**config.mk**
```make
export PLATFORM = sky130hd
export DESIGN_NAME = joy_socd
export DESIGN_NICKNAME = d
export VERILOG_FILES = /design/src/rtl/joy_socd.sv
export SDC_FILE = /design/constraint.sdc
export NUM_CORES = 1
export LEC_CHECK = 0
export BUFFER_PORTS_ARGS = -buffer_cell sky130_fd_sc_hd__buf_2
export CAP_MARGIN = 20
export CORE_MARGIN = 1.5
export CORE_UTILIZATION = 61
export CTS_BUF_LIST = sky130_fd_sc_hd__clkbuf_16
export CTS_CLUSTER_SIZE = 30
export DETAILED_ROUTE_END_ITERATION = 6
export HOLD_SLACK_MARGIN = 0.08
export PLACE_DENSITY = 0.9
export REMOVE_ABC_BUFFERS = 1
export SKIP_CTS_REPAIR_TIMING = 1
export SLEW_MARGIN = 20
export SYNTH_ARGS = -nofsm -noshare
export SYNTH_HDL_FRONTEND = slang
export SYNTH_SLANG_ARGS = --single-unit
export TNS_END_PERCENT = 1
```
**constraint.sdc**
```tcl
create_clock -name clk -period 3.7 [get_ports clk]
set_clock_uncertainty 0.15 [all_clocks]
set_input_delay 0.37 -clock clk [delete_from_list [all_inputs] [get_ports clk]]
set_output_delay 0.37 -clock clk [all_outputs]
set_load 0.05 [all_outputs]
```
**src/rtl/joy_socd.sv**
```systemverilog
// joy_socd: per-player SOCD cleaner for digital joysticks. Each raw bit is
// synchronised and optionally debounced; then opposing directions are resolved.
// Ports:
//   clk              system clock, all state on the rising edge
//   reset_n          asynchronous active-low reset
//   mode[1:0]        00/11 last-wins, 01 neutral, 10 first-wins
//   fourway          1 = keep only the most recently pressed axis
//   joy_in[4P-1:0]   raw {U,D,L,R} per player, asynchronous, active-high
//   joy_out[4P-1:0]  resolved {U,D,L,R} per player, registered
module joy_socd #(
    parameter int PLAYERS  = 2,
    parameter int DEBOUNCE = 0
) (
    input  logic                 clk,
    input  logic                 reset_n,
    input  logic [1:0]           mode,
    input  logic                 fourway,
    input  logic [4*PLAYERS-1:0] joy_in,
    output logic [4*PLAYERS-1:0] joy_out
);
    localparam int W = 4 * PLAYERS;
    localparam logic [1:0] MODE_NEUTRAL = 2'b01;
    localparam logic [1:0] MODE_FIRST   = 2'b10;

    logic [W-1:0] sync1_q;
    logic [W-1:0] sync2_q;
    logic [W-1:0] deb;
    logic [W-1:0] prev_q;
    logic [W-1:0] press;

    always_ff @(posedge clk or negedge reset_n) begin
        if (!reset_n) begin
            sync1_q <= '0;
            sync2_q <= '0;
            prev_q  <= '0;
        end else begin
            sync1_q <= joy_in;
            sync2_q <= sync1_q;
            prev_q  <= deb;
        end
    end

    assign press = deb & ~prev_q;

    generate
        if (DEBOUNCE == 0) begin : g_bypass
            assign deb = sync2_q;
        end else begin : g_debounce
            localparam logic [15:0] CNT_LAST = 16'(DEBOUNCE - 1);
            logic [W-1:0]       deb_q;
            logic [W-1:0]       deb_d;
            logic [W-1:0][15:0] cnt_q;
            logic [W-1:0][15:0] cnt_d;

            // Counter runs only while the synced bit disagrees; the Nth
            // consecutive disagreeing cycle flips the accepted value.
            always_comb begin
                deb_d = deb_q;
                cnt_d = '0;
                for (int i = 0; i < W; i++) begin
                    if (sync2_q[i] != deb_q[i]) begin
                        if (cnt_q[i] == CNT_LAST) begin
                            deb_d[i] = ~deb_q[i];
                        end else begin
                            cnt_d[i] = cnt_q[i] + 16'd1;
                        end
                    end
                end
            end

            always_ff @(posedge clk or negedge reset_n) begin
                if (!reset_n) begin
                    deb_q <= '0;
                    cnt_q <= '0;
                end else begin
                    deb_q <= deb_d;
                    cnt_q <= cnt_d;
                end
            end

            assign deb = deb_q;
        end
    endgenerate

    // bits = {high, low} = {L,R} or {U,D}; last_hi = high direction pressed
    // most recently; tie = both arrived together with no later single press.
    function automatic logic [1:0] resolve_axis(
        input logic [1:0] bits,
        input logic       last_hi,
        input logic       tie,
        input logic [1:0] m
    );
        logic [1:0] r;
        r = bits;
        if (bits == 2'b11) begin
            if (tie || m == MODE_NEUTRAL) begin
                r = 2'b00;
            end else if (m == MODE_FIRST) begin
                r = last_hi ? 2'b01 : 2'b10;
            end else begin
                r = last_hi ? 2'b10 : 2'b01;
            end
        end
        return r;
    endfunction

    for (genvar p = 0; p < PLAYERS; p++) begin : g_player
        logic [3:0] d;
        logic [3:0] pe;
        logic [1:0] h_res;
        logic [1:0] v_res;
        logic [3:0] out_d;
        logic [3:0] out_q;
        logic       h_ev;
        logic       v_ev;
        logic       last_h_q, last_h_d;
        logic       last_v_q, last_v_d;
        logic       tie_h_q, tie_h_d;
        logic       tie_v_q, tie_v_d;
        logic       axis_q, axis_d;

        assign d    = deb[4*p +: 4];
        assign pe   = press[4*p +: 4];
        assign h_ev = |pe[1:0];
        assign v_ev = |pe[3:2];

        // Resolution uses the next-state history so a press is honoured
        // on the same edge its event is seen.
        always_comb begin
            last_h_d = last_h_q;
            tie_h_d  = tie_h_q;
            case (pe[1:0])
                2'b10: begin last_h_d = 1'b1; tie_h_d = 1'b0; end
                2'b01: begin last_h_d = 1'b0; tie_h_d = 1'b0; end
                2'b11: tie_h_d = 1'b1;
                default: ;
            endcase

            last_v_d = last_v_q;
            tie_v_d  = tie_v_q;
            case (pe[3:2])
                2'b10: begin last_v_d = 1'b1; tie_v_d = 1'b0; end
                2'b01: begin last_v_d = 1'b0; tie_v_d = 1'b0; end
                2'b11: tie_v_d = 1'b1;
                default: ;
            endcase

            axis_d = axis_q;
            if (h_ev && !v_ev) begin
                axis_d = 1'b0;
            end else if (v_ev && !h_ev) begin
                axis_d = 1'b1;
            end

            h_res = resolve_axis(d[1:0], last_h_d, tie_h_d, mode);
            v_res = resolve_axis(d[3:2], last_v_d, tie_v_d, mode);

            out_d = {v_res, h_res};
            if (fourway && (|h_res) && (|v_res)) begin
                out_d = axis_d ? {v_res, 2'b00} : {2'b00, h_res};
            end
        end

        always_ff @(posedge clk or negedge reset_n) begin
            if (!reset_n) begin
                last_h_q <= 1'b0;
                last_v_q <= 1'b0;
                tie_h_q  <= 1'b0;
                tie_v_q  <= 1'b0;
                axis_q   <= 1'b0;
                out_q    <= '0;
            end else begin
                last_h_q <= last_h_d;
                last_v_q <= last_v_d;
                tie_h_q  <= tie_h_d;
                tie_v_q  <= tie_v_d;
                axis_q   <= axis_d;
                out_q    <= out_d;
            end
        end

        assign joy_out[4*p +: 4] = out_q;
    end

endmodule

```
## Yosys cells after proc, flatten, opt, wreduce, memory -nomap -nowiden

Cells that the tools add are included.

- Input bits: 13
- Logic and storage cells: 99
- Bits in registers: 42
- Output and inout bits: 8

- Equality and inequality tests: 18
- Reductions and logical operators: 28
- Muxes and demuxes: 36
- Bitwise logic cells: 2

Operators with widths:

| cell | number |
|---|---|
| $mux W2 | 20 |
| $eq A2 B2 Y1 const B | 13 |
| $reduce_or A2 Y1 | 12 |
| $mux W4 | 4 |
| $pmux W1 S2 | 8 |
| $eq A2 B1 Y1 const B | 5 |
| $and A8 B8 Y8 | 1 |
| $logic_and A1 B1 Y1 | 8 |
| $not A8 Y8 | 1 |
| $logic_not A1 Y1 | 4 |
| $logic_or A1 B1 Y1 | 4 |
| $mux W1 | 4 |

## Logic depth before layout (Yosys ltp)

- Depth after elaboration: 12
- Depth in mapped cells: 9
- Gate-level depth less buffers: 9

## Least setup slack after synthesis

Ideal clock, no wire load.

- Kind: reg-to-reg
- Start: register prev_q[4]
- End: register g_player[1].out_q[1]
- Arrival time: 1.696 ns
- Path buffers: 0
- Stages on the path, launching flop included: 8
- Required time: 3.415 ns
- Slack: 1.719 ns
- Library setup time: 0.135 ns
- Cells stage by stage: dfrtp_1 > nand2b_1 > ha_1 > nand2_1 > a211oi_1 > or3_4 > nor4_4 > a311oi_1

- Longest elaborated chain between the ends: 12
- Elaborated cells between the ends (all ways): 25
- Classes of those cells: eq/ne (3); mux (11); bitwise (2); reduce/logical (9)

Ends and longest elaborated chain:

| element | line | source |
|---|---|---|
| from (decl) | 28 | `logic [W-1:0] prev_q;` |
| from (signal assigned) | 35 | `prev_q <= '0;` |
| from (signal assigned) | 39 | `prev_q <= deb;` |
| $not A8 Y8 (*) | 43 | `assign press = deb & ~prev_q;` |
| $and A8 B8 Y8 (*) | 43 |  |
| $eq A2 B1 Y1 / $eq A2 B2 Y1 (equally long branches) | 132 | `case (pe[1:0])` |
| $pmux W1 S2 / $reduce_or A2 Y1 (equally long branches) | - |  |
| $mux W2, or another cell as far along | 101 | `r = last_hi ? 2'b10 : 2'b01;` |
| $mux W2 / $logic_or A1 B1 Y1 (equally long branches) | 98, 96 |  |
| $mux W2 | 96 | `if (tie \|\| m == MODE_NEUTRAL) begin` |
| $mux W2 | 95 | `if (bits == 2'b11) begin` |
| $reduce_or A2 Y1 | 159 | `if (fourway && (\|h_res) && (\|v_res)) begin` |
| $logic_and A1 B1 Y1 (2 in series) | 159 |  |
| $mux W4 (*) | 159 |  |
| via g_player[1].out_d[1] | 112 | `logic [3:0] out_d;` |
| to (signal assigned) | 178 | `out_q <= out_d;` |
| to (decl) | 113 | `logic [3:0] out_q;` |

The timed path passes the listed nets; every way through them passes the cells marked *.

## Final worst setup path

- Start: register sync2_q[1] (netlist: deb[1])
- End: register g_player[0].out_q[1]

- Longest elaborated chain between the ends: 11
- Elaborated cells between the ends (all ways): 25
- Classes of those cells: eq/ne (4); mux (11); bitwise (1); reduce/logical (9)

Ends and longest elaborated chain:

| element | line | source |
|---|---|---|
| from (decl) | 26 | `logic [W-1:0] sync2_q;` |
| from (signal assigned) | 38 | `sync2_q <= sync1_q;` |
| $and A8 B8 Y8 (*) | 43 |  |
| $eq A2 B1 Y1 / $eq A2 B2 Y1 (equally long branches) | 132 |  |
| $pmux W1 S2 (*) | 132 |  |
| via g_player[0].last_h_d | 116 | `logic last_h_q, last_h_d;` |
| $mux W2, on equally long branches | 101, 99 |  |
| $mux W2 (*) | 98 | `end else if (m == MODE_FIRST) begin` |
| $mux W2 (*) | 96 |  |
| $mux W2 (*) | 95 |  |
| $reduce_or A2 Y1 | 159 |  |
| $logic_and A1 B1 Y1 (2 in series) | 159 |  |
| $mux W4 (*) | 159 |  |
| via g_player[0].out_d[1] | 112 |  |
| to (signal assigned) | 178 |  |
| to (decl) | 113 |  |

Marked as above.

==> summary.md <==
| Metric | Value |
|---|---|
| Status | finished clean |
| Num rows | 19 |
| Ys Warns | 0 |
| Chip width | about 57 um |
| Power Density | between 500 and 600 nW/um^2 |
| I/O pin count | 21 |
| Port bufs | 20 |
| Register area share after synthesis | 0.592 |
| Area of the multi-input gates | slightly below 700 sq um |
| Max Cap Viol | 0 |
| Async SR Flop Fraction | 1.00 |
| Clock transition at path regs | 0.06 ns |
| Final Cycle Share | 0.613 |
| Via density | 5.84 |
| Layout area overhead | 20.5% |
| Core area | 2760 sq um |
| FILL cells | about 160 |
| Max Fclk | ~440 MHz |
| Final wirelength | around 3400 um |
| Layout cells sized above 1 | 0.230 |
| Largest net degree at the start of global routing | between 40 and 50 |
| Flops & latches, synth | between 40 and 50 |
| Commonest non-fill, non-tap cell in the layout | dfrtp_1 |
| Slew Viols, Final | 0 |
| Reg2reg end | g_player[0].out_q[1]$_DFF_PN0_ |
| First-pass DRT Iterations | 4 |
| R2R cell count | 8 |
| Ant diodes | 0 |
| Crit end category | flip-flop |
| Synthesized area per cell | 12.1 sq um |
| M1 WL | 1360 um |
| H-tree levels | 2 |
| Worst r2r src | deb[1]$_DFF_PN0_ |
| Fin worst setup slack | ~1.4 ns |
| Gr usage total | 0.236 |
| Final instance area | around 2100 sq um |
| Die Y | approximately 57 um |
| Final Critical Period | about 2.3 ns |
| Normalized max-slew margin | 0.413 |
| Wire length per cell | 15.8 um |
| Top Metal Used | met4 |
| Vias in the first global route | 1199 |
| Flop-to-flop setup slack | 1.43 ns |
| Longest Clk Path Bufs | 2 |
| Die Footprint | roughly 3200 sq um |
| CTS buffer count | 5 |
| Clock Latency Late Sink | 0.28 ns |
| FF/Latch Area | 1050 sq um |
| # nets final | roughly 200 |
| Crit path kind | reg2reg |
| Remaining global-route overflow | 0 |
| Number of distinct library cells after synthesis | 45 |
| Wire length on met3 | 188 um |
| Iter 0 DRT Violations | 44 |
| Commonest cells after routing, fill and taps aside | dfrtp_1, buf_2, nand2_1, inv_1, nand2b_1 |
| CP Data Arrival Time | about 2.3 ns |
| Initial antenna violation count | 0 |
| Worst-margin pin slew | approximately 0.88 ns |
| Worst-path maximum fanout | 6 |
| Synthesized cell area | between 1500 and 2000 sq um |
| Top FF cell, synth | dfrtp_1 |
| Setup TNS | 0 ns |
| Peak supply drop | 0.481 mV |
| Pre-CTS WS | roughly 1.5 ns |
| Dpl cell area | approximately 1900 sq um |
| Unrepaired setup endpoints after global routing | false |
| Wire length on met2 | around 1700 um |
| Critical path startpoint category | flip-flop |
| Mapped Cells | approximately 150 |
| Static leakage | between 1 and 1.5 nW |
| Initial core utilization | 0.644 |
| Final hold viol count | 0 |
| Dpl hpwl | 2230 um |
| GP Congestion | 0.850 |
| TritonCTS clock tree | yes |
| First-pass GRT wire length | 5530 um |
| Clk root buf | clkbuf_16 |
| Vias post-DR | roughly 1300 |
| # DRC | 0 |
| Total clock sinks | 42 |
| Post-route ant nets | 0 |
| Worst path required time | roughly 3.8 ns |
| Hold WC Path Type | in2async |
| Post-synth EDFFs | 0 |
| # setup viols final | 0 |
## cells by family after synthesis
group,after synthesis,synth area share
adder cells (fa/ha/maj),7,0.0479
AND/OR/NAND/NOR,56,0.197
buffers and inverters,12,0.0254
flip-flops,42,0.592
multiplexers,3,0.0169
XOR/XNOR,1,0.00493
AO/OA/AOI/OAI,26,0.116
## power by group
part | total (mW) | switching, mW | internal, mW
registers | 0.508 | 0.0159 | 0.492
logic | 0.155 | 0.0999 | 0.0555
clock network | 0.420 | 0.171 | 0.249
total | 1.08 | 0.286 | 0.797
## area by class of cell
| type | count | area share |
|---|---|---|
| clock buffer | 5 | 0.0584 |
| multi-input combinational | 93 | 0.318 |
| inverter | 12 | 0.0210 |
| clock inverter | 3 | 0.00935 |
| timing repair buffer | 28 | 0.0842 |
| tap | 31 | 0.0181 |
| sequential | 42 | 0.491 |
## sequential cells by signal, indices dropped and copies added (netlist names)
name,cells
g_player.axis_q,2
g_player.last_h_q,2
g_player.tie_h_q,2
g_player.tie_v_q,2
prev_q,8
g_player.out_q,8
sync1_q,8
g_player.last_v_q,2
deb,8
## worst max-delay path: stages (launching register included)
cell and delay (ns):
dfrtp_1 0.43, and2b_1 0.24, inv_2 0.07, ha_1 0.34, nor2b_1 0.09, a31oi_4 0.19
inv_2 0.08, o41ai_1 0.42, o211a_1 0.19
## metal layers
metal / vias to the layer above / global-route usage
li1: 596 / -
met1: 606 / 0.282
met2: 35 / 0.363
met3: 13 / 0.0907
met4: 0 / 0.146
met5: - / 0
## worst max path at each step
stage,start,end,slack (ns),depth (start not counted)
after floorplan,prev_q[4]$_DFF_PN0_,g_player[1].out_q[1]$_DFF_PN0_,1.72,7
after CTS,deb[1]$_DFF_PN0_,g_player[0].out_q[1]$_DFF_PN0_,1.42,8
final,deb[1]$_DFF_PN0_,g_player[0].out_q[1]$_DFF_PN0_,1.43,8
after global routing,deb[1]$_DFF_PN0_,g_player[0].out_q[1]$_DFF_PN0_,1.30,8
after detailed placement,deb[1]$_DFF_PN0_,g_player[0].out_q[0]$_DFF_PN0_,1.52,8
after global placement,deb[1]$_DFF_PN0_,g_player[0].out_q[1]$_DFF_PN0_,1.60,7
## cells in the mapped netlist (2+ instances only)
library cell | instances | share of area
a21oi_1 | 2 | 0.0056
a311oi_1 | 2 | 0.0099
a31oi_1 | 2 | 0.0070
and3_1 | 2 | 0.0070
dfrtp_1 | 42 | 0.59
ha_1 | 6 | 0.042
inv_1 | 10 | 0.021
inv_2 | 2 | 0.0042
mux2i_1 | 3 | 0.017
nand2_1 | 13 | 0.027
nand2b_1 | 9 | 0.032
nand4b_1 | 2 | 0.0099
nor2_1 | 4 | 0.0084
nor3_1 | 5 | 0.014
nor4_1 | 2 | 0.0070
o2111ai_1 | 3 | 0.015
o21ai_0 | 4 | 0.011
o21ai_1 | 2 | 0.0056
o21ai_2 | 2 | 0.0099
o41ai_1 | 2 | 0.0099
or2_2 | 2 | 0.0070
or3_1 | 3 | 0.011
## metrics by stage
stage / power (mW) / hold WS (ns) / util / instances
floorplan: 0.618 / -0.0756 / - / 147
global placement: 0.655 / 0.183 / 0.695 / 198
detailed placement: 0.663 / 0.187 / 0.695 / 198
CTS: 1.09 / 0.0335 / 0.747 / 206
global route: 1.13 / 0.135 / 0.776 / 214
finish: 1.08 / 0.0557 / 0.776 / 214
Power figures use the tool's default switching activity.
